===== config.mk =====
export PLATFORM = sky130hd
export DESIGN_NAME = app_stream_tester
export DESIGN_NICKNAME = d
export VERILOG_FILES = /design/src/rtl/app_test_pkg.sv /design/src/rtl/stream_tester_pattern.sv /design/src/rtl/app_stream_tester.sv
export SDC_FILE = /design/constraint.sdc
export NUM_CORES = 1
export LEC_CHECK = 0
export BUFFER_PORTS_ARGS = -buffer_cell sky130_fd_sc_hd__buf_2
export CAP_MARGIN = 10
export CELL_PAD_IN_SITES_DETAIL_PLACEMENT = 0
export CELL_PAD_IN_SITES_GLOBAL_PLACEMENT = 1
export CORE_MARGIN = 2
export CORE_UTILIZATION = 35
export DETAILED_ROUTE_END_ITERATION = 10
export HOLD_SLACK_MARGIN = 0.05
export PLACE_DENSITY_LB_ADDON = 0.1
export SLEW_MARGIN = 20
export SYNTH_ARGS = -nofsm -noshare
export SYNTH_HDL_FRONTEND = slang
export SYNTH_SLANG_ARGS = --single-unit
export TNS_END_PERCENT = 10

===== constraint.sdc =====
create_clock -name clk -period 8.58 [get_ports clk]
set_input_delay 0.858 -clock clk [delete_from_list [all_inputs] [get_ports clk]]
set_output_delay 0.858 -clock clk [all_outputs]
set_load 0.02 [all_outputs]

===== src/rtl/app_test_pkg.sv =====
// Shared types, width helpers and LFSR constants for the app stream tester.
package app_test_pkg;

    typedef enum logic [1:0] {
        IDLE = 2'd0,
        RUN  = 2'd1,
        DONE = 2'd2
    } state_t;

    localparam logic [15:0] LFSR_SEED = 16'hACE1;
    // Tap mask for x^16+x^14+x^13+x^11+1 in right-shifting Fibonacci form
    localparam logic [15:0] LFSR_TAPS = 16'h002D;

    function automatic int pw_of(input int bits);
        return 32'd1 << bits;
    endfunction

    function automatic int lanes_of(input int bits);
        return 32'd64 >> bits;
    endfunction

    function automatic logic [15:0] lfsr_step(input logic [15:0] s);
        logic fb;
        fb = ^(s & LFSR_TAPS);
        return {fb, s[15:1]};
    endfunction

    function automatic logic [15:0] sat_inc16(input logic [15:0] v);
        logic [15:0] r;
        if (v == 16'hFFFF) begin
            r = v;
        end else begin
            r = v + 16'd1;
        end
        return r;
    endfunction

endpackage


===== src/rtl/stream_tester_pattern.sv =====
// Combinational test-word generator: lane j of word k is (k*LANES + j + incr) mod 2^PW.
module stream_tester_pattern
    import app_test_pkg::*;
#(
    parameter int BITS = 3
) (
    input  logic [15:0] word_idx,
    input  logic        incr,
    output logic [63:0] word
);

    localparam int PW    = pw_of(BITS);
    localparam int LANES = lanes_of(BITS);
    localparam int SHIFT = 6 - BITS;

    // Each lane wraps on its own; truncating to PW bits keeps carries out of the next lane
    for (genvar j = 0; j < LANES; j++) begin : g_lane
        assign word[j*PW +: PW] = PW'({48'd0, word_idx} << SHIFT) + PW'(j) + PW'(incr);
    end

endmodule


===== src/rtl/app_stream_tester.sv =====
// Source/sink tester for the app 64-bit word stream: sends NWORDS pattern words, checks the +1 echo.
// Optional STREAM_TESTER_STALL_EN adds LFSR-driven rx backpressure.
module app_stream_tester
    import app_test_pkg::*;
#(
    parameter int BITS    = 3,
    parameter int NWORDS  = 16,
    parameter int TIMEOUT = 1024
) (
    input  logic        clk,
    input  logic        rst_n,
    input  logic        start,
    output logic        busy,
    output logic        done,
    output logic        pass,
    output logic        timed_out,
    output logic [15:0] err_count,
    output logic [63:0] tx_data,
    output logic        tx_valid,
    input  logic        tx_ready,
    input  logic [63:0] rx_data,
    input  logic        rx_valid,
    output logic        rx_ready
);

    localparam int            IW        = $clog2(TIMEOUT + 1);
    localparam logic [15:0]   NWORDS_W  = 16'(NWORDS);
    localparam logic [IW-1:0] TIMEOUT_W = IW'(TIMEOUT);

    state_t        state_r;
    state_t        state_nxt_s;
    logic [15:0]   tx_cnt_r;
    logic [15:0]   rx_cnt_r;
    logic [15:0]   err_count_r;
    logic [IW-1:0] idle_cnt_r;
    logic [63:0]   tx_data_r;
    logic          tx_valid_r;
    logic          rx_ready_r;
    logic          busy_r;
    logic          done_r;
    logic          pass_r;
    logic          timed_out_r;

    logic          tx_hs_s;
    logic          rx_hs_s;
    logic          mismatch_s;
    logic          enter_run_s;
    logic          timeout_hit_s;
    logic          run_ready_s;
    logic [15:0]   tx_cnt_nxt_s;
    logic [15:0]   rx_cnt_nxt_s;
    logic [15:0]   err_nxt_s;
    logic [IW-1:0] idle_nxt_s;
    logic [63:0]   tx_pat_s;
    logic [63:0]   exp_word_s;

    stream_tester_pattern #(.BITS(BITS)) u_tx_pat (
        .word_idx (tx_cnt_nxt_s),
        .incr     (1'b0),
        .word     (tx_pat_s)
    );

    stream_tester_pattern #(.BITS(BITS)) u_exp_pat (
        .word_idx (rx_cnt_r),
        .incr     (1'b1),
        .word     (exp_word_s)
    );

    assign tx_hs_s      = tx_valid_r & tx_ready;
    assign rx_hs_s      = rx_ready_r & rx_valid;
    assign mismatch_s   = rx_hs_s & (rx_data != exp_word_s);
    assign rx_cnt_nxt_s = rx_cnt_r + {15'd0, rx_hs_s};
    assign err_nxt_s    = mismatch_s ? sat_inc16(err_count_r) : err_count_r;
    assign idle_nxt_s   = rx_hs_s ? {IW{1'b0}} : (idle_cnt_r + IW'(1));
    // Index 0 is preloaded on the start edge so tx_valid rises with the first word already in place
    assign tx_cnt_nxt_s = enter_run_s ? 16'd0 : (tx_cnt_r + {15'd0, tx_hs_s});

`ifdef STREAM_TESTER_STALL_EN
    logic [15:0] lfsr_r;
    logic [15:0] lfsr_nxt_s;

    assign lfsr_nxt_s  = enter_run_s ? LFSR_SEED : lfsr_step(lfsr_r);
    assign run_ready_s = ~lfsr_nxt_s[0];

    // Backpressure LFSR: reseeded on run entry, advanced once per RUN cycle
    always_ff @(posedge clk) begin
        if (!rst_n) begin
            lfsr_r <= LFSR_SEED;
        end else if (enter_run_s || (state_r == RUN)) begin
            lfsr_r <= lfsr_nxt_s;
        end
    end
`else
    assign run_ready_s = 1'b1;
`endif

    // State register
    always_ff @(posedge clk) begin
        if (!rst_n) begin
            state_r <= IDLE;
        end else begin
            state_r <= state_nxt_s;
        end
    end

    // Next-state decode; completion wins over timeout since an rx handshake clears the idle count
    always_comb begin
        state_nxt_s   = state_r;
        enter_run_s   = 1'b0;
        timeout_hit_s = 1'b0;
        case (state_r)
            IDLE, DONE: begin
                if (start) begin
                    state_nxt_s = RUN;
                    enter_run_s = 1'b1;
                end else begin
                    state_nxt_s = state_r;
                end
            end
            RUN: begin
                if (rx_cnt_nxt_s == NWORDS_W) begin
                    state_nxt_s = DONE;
                end else if (idle_nxt_s == TIMEOUT_W) begin
                    state_nxt_s   = DONE;
                    timeout_hit_s = 1'b1;
                end else begin
                    state_nxt_s = RUN;
                end
            end
            default: begin
                state_nxt_s = IDLE;
            end
        endcase
    end

    // Counters, stream handshake registers and status outputs
    always_ff @(posedge clk) begin
        if (!rst_n) begin
            tx_cnt_r    <= 16'd0;
            rx_cnt_r    <= 16'd0;
            err_count_r <= 16'd0;
            idle_cnt_r  <= {IW{1'b0}};
            tx_data_r   <= 64'd0;
            tx_valid_r  <= 1'b0;
            rx_ready_r  <= 1'b0;
            busy_r      <= 1'b0;
            done_r      <= 1'b0;
            pass_r      <= 1'b0;
            timed_out_r <= 1'b0;
        end else begin
            case (state_r)
                IDLE, DONE: begin
                    if (enter_run_s) begin
                        tx_cnt_r    <= 16'd0;
                        rx_cnt_r    <= 16'd0;
                        err_count_r <= 16'd0;
                        idle_cnt_r  <= {IW{1'b0}};
                        tx_data_r   <= tx_pat_s;
                        tx_valid_r  <= 1'b1;
                        rx_ready_r  <= run_ready_s;
                        busy_r      <= 1'b1;
                        done_r      <= 1'b0;
                        pass_r      <= 1'b0;
                        timed_out_r <= 1'b0;
                    end
                end
                RUN: begin
                    tx_cnt_r    <= tx_cnt_nxt_s;
                    rx_cnt_r    <= rx_cnt_nxt_s;
                    idle_cnt_r  <= idle_nxt_s;
                    err_count_r <= err_nxt_s;
                    if (state_nxt_s != RUN) begin
                        tx_valid_r  <= 1'b0;
                        rx_ready_r  <= 1'b0;
                        busy_r      <= 1'b0;
                        done_r      <= 1'b1;
                        timed_out_r <= timeout_hit_s;
                        pass_r      <= (err_nxt_s == 16'd0) && !timeout_hit_s;
                    end else begin
                        rx_ready_r <= run_ready_s;
                        if (tx_hs_s) begin
                            if (tx_cnt_nxt_s == NWORDS_W) begin
                                tx_valid_r <= 1'b0;
                            end else begin
                                tx_data_r <= tx_pat_s;
                            end
                        end
                    end
                end
                default: begin
                    tx_valid_r <= 1'b0;
                    rx_ready_r <= 1'b0;
                end
            endcase
        end
    end

    assign busy      = busy_r;
    assign done      = done_r;
    assign pass      = pass_r;
    assign timed_out = timed_out_r;
    assign err_count = err_count_r;
    assign tx_data   = tx_data_r;
    assign tx_valid  = tx_valid_r;
    assign rx_ready  = rx_ready_r;

endmodule

==> impl_metrics.json <==
{
  "ys.flop_type": "dfxtp_1",
  "synth_top_area_share_pct": 27.2,
  "post_cts_buffers": 0,
  "yosysSeqAreaShare_pct": 27.2,
  "hold_path.class": "reg -> reg",
  "synth_cell_type_count": 67,
  "fp.coreArea_um2": 15100,
  "start_util_pct": 35.6,
  "drc": 0,
  "cap_viol_max_count": 0,
  "viasPerCell": 5.60,
  "clkSlewWorstSetupHoldPaths_ns": 0.06,
  "synth_area_um2": 5380,
  "tritoncts": "yes",
  "num_io_pins": 155,
  "worstPathArrival_ns": 4.10,
  "cts-root-buf": "clkbuf_16",
  "power_density_nw_per_um2": 136,
  "first_global_vias": 4913,
  "yosysTopAreaCell": "dfxtp_1",
  "fin_setup_tns_ns": 0,
  "worst_pin_slew_ns": 1.03,
  "slowest_stage": "a2111o_1",
  "setup_viol": 0,
  "synth_most_common_cell": "nor2_1",
  "post-dp-hpwl_um": 10900,
  "avgSynthCellArea_um2": 7.35,
  "startpoint_type": "input pin",
  "drt-wirelength-per-cell_um": 15.4,
  "synth_common_cells": "74 x nor2_1, 73 x dfxtp_1, 65 x nand2_1, 58 x buf_4, 57 x a21oi_1",
  "crit_path_end_kind": "register",
  "fillers": 1571,
  "first_pass_iters": 5,
  "cts.sinks": 73,
  "fmax_mhz": 257,
  "die_width_um": 128,
  "ant_nets": 0,
  "hold_violations": 0,
  "worst_clock_skew_ns": 0.00370,
  "cp_max_fo": 11,
  "ir_worst_vdd_uv": 92.2,
  "critPathMaxStageDelay_ns": 0.47,
  "gp_congestion": 0.899,
  "min_period_ns": 3.89,
  "final-max-slew-violation-count": 0,
  "rsz0062_at_grt": "no",
  "finalWirelength_um": 15200,
  "grt_max_degree": 59,
  "cts_hold_buf": 0,
  "status": "finished, final reports clean",
  "htree_levels": 3,
  "relSlewSlack_pct": 30.7,
  "syn_inst": 731,
  "synth.top_cells.by_area": "dfxtp_1 27%, buf_4 8.1%, a21oi_1 5.3%",
  "gr-total-overflow": 0,
  "num_rows": 45,
  "post_cts_resized": 0,
  "cp_cell_sequence": "buf_2 -> nand2_1 -> inv_1 -> ha_1 -> ha_1 -> nand4_1 -> or3_1 -> xor2_1 -> and3_1 -> a2111o_1 -> a2bb2oi_2 -> nand2b_1 -> a21oi_1",
  "area_growth_pct": 12.6,
  "fp.dieH_um": 128,
  "cp_data_required_time_ns": 8.79,
  "cp_top_family": "simple AND/OR/NAND/NOR gates",
  "final_util_pct": 40.1,
  "period_share_pct": 45.4,
  "cts_buffers": 9,
  "path_buf_inv": 2,
  "synth_edf_count": 0,
  "criticalPathCategory": "in -> reg",
  "synth_warnings": 0,
  "port_buffers": 142,
  "synthArstFlopShare_pct": 0,
  "drive_above_1_share_pct": 22.0,
  "antenna_found_initial": 1,
  "leakagePower_uw": 0.00249,
  "clk_latency_ns": 0.34,
  "drtIter0Drc": 369,
  "dieArea_um2": 16400,
  "grt_pass1_wl_um": 24400,
  "track_usage_pct": 18.5,
  "vias": 5541,
  "cpMostUsedCell": "ha_1",
  "yosys_register_bits": 73,
  "clockBufferDepth": 2,
  "fin_nets": 872
}
-- final timing paths --
| path | startpoint | end | slack [ns] | cells after the start |
|---|---|---|---|---|
| worst min-delay path | done | done | 0.47 | 2 |
| worst max register to register | rx_ready | tx_data[55] | 4.75 | 12 |
| worst min register to register | done | done | 0.47 | 2 |
| worst max-delay path | rx_valid | tx_data[55] | 4.69 | 13 |
-- flip-flops by register name, summed over array words and instances, names as in the netlist --
| signal | flops |
|---|---|
| state_r | 2 |
| busy | 1 |
| done | 1 |
| tx_valid | 1 |
| tx_data | 6 |
| err_count | 16 |
| rx_ready | 1 |
| rx_cnt_r | 16 |
| pass | 1 |
| idle_cnt_r | 11 |
| tx_cnt_r | 16 |
| timed_out | 1 |
-- power breakdown --
group,switching [uW],internal (uW),total (uW)
combinational,73.5,35.7,109
clock,148,221,368
sequential,5.16,342,348
-- cell families (layout without fill, tap and decap cells) --
group | Yosys count | count (layout) | synth area share [%]
multiplexers | 12 | 12 | 2.23
XOR/XNOR | 26 | 26 | 4.24
AND/OR/NAND/NOR | 327 | 327 | 31.8
other | 1 | 13 | 0.0697
flip-flops | 73 | 73 | 27.2
buffers and inverters | 115 | 174 | 12.7
AO/OA/AOI/OAI | 170 | 170 | 20.1
adder cells (fa/ha/maj) | 7 | 7 | 1.63
-- final cells by class --
class	instances	area, um^2	share of cell area, %
clock inverters	1	8.76	0.145
repair buffers	147	748	12.4
clock buffers	15	278	4.59
well taps	188	235	3.89
flip-flops and latches	73	1460	24.1
diodes	1	2.50	0.0413
inverters	11	41.3	0.682
multi-input cells	554	3280	54.2
-- worst min-delay path: cells and delay by family, from the launching register on --
family             cells  cell delay [ns]
and+or+nand+nor        1             0.05
DFF                    1             0.32
AOI/OAI and AO/OA      1             0.05
-- per-layer routing --
| metal | wire, um | GRT usage [%] | up-vias | part of all wire [%] |
|---|---|---|---|---|
| li1 | - | - | 2738 | - |
| met1 | 7150 | 24.5 | 2556 | 47 |
| met2 | 6810 | 30.7 | 233 | 45 |
| met3 | 1060 | 3.13 | 14 | 6.9 |
| met4 | 210 | 6.33 | 0 | 1.4 |
| met5 | 0 | 0 | - | 0 |
-- metrics by stage --
step                      instance area (um^2)  total power [uW]  hold WS (ns)  setup slack, ns  std cells
after detailed placement                  5760               465         0.469             4.35        973
after floorplan                           5420               432         0.445             4.94        742
after global routing                      6050               860         0.502             4.44        989
after global placement                    5760               464         0.467             4.50        973
final                                     6050               825         0.469             4.69        990
after CTS                                 6050               834         0.477             4.69        989
-- layout by cell type (no fill, tap or decap), types with 10 or more instances in the layout --
| cell type | Yosys | routed |
|---|---|---|
| o21ai_0 | 44 | 44 |
| nor2_1 | 74 | 74 |
| mux2i_1 | 12 | 12 |
| dfxtp_1 | 73 | 73 |
| conb_1 | 1 | 12 |
| xor2_1 | 14 | 14 |
| nand2_1 | 65 | 65 |
| nand4_1 | 23 | 23 |
| nor4_1 | 18 | 18 |
| or3_1 | 18 | 18 |
| nand3_1 | 39 | 39 |
| and3_1 | 10 | 10 |
| nor3_1 | 22 | 22 |
| inv_1 | 11 | 10 |
| xnor2_1 | 12 | 12 |
| a21oi_1 | 57 | 57 |
| a22oi_1 | 11 | 11 |
| buf_2 | 3 | 142 |
(Power assumes the default switching activity.)
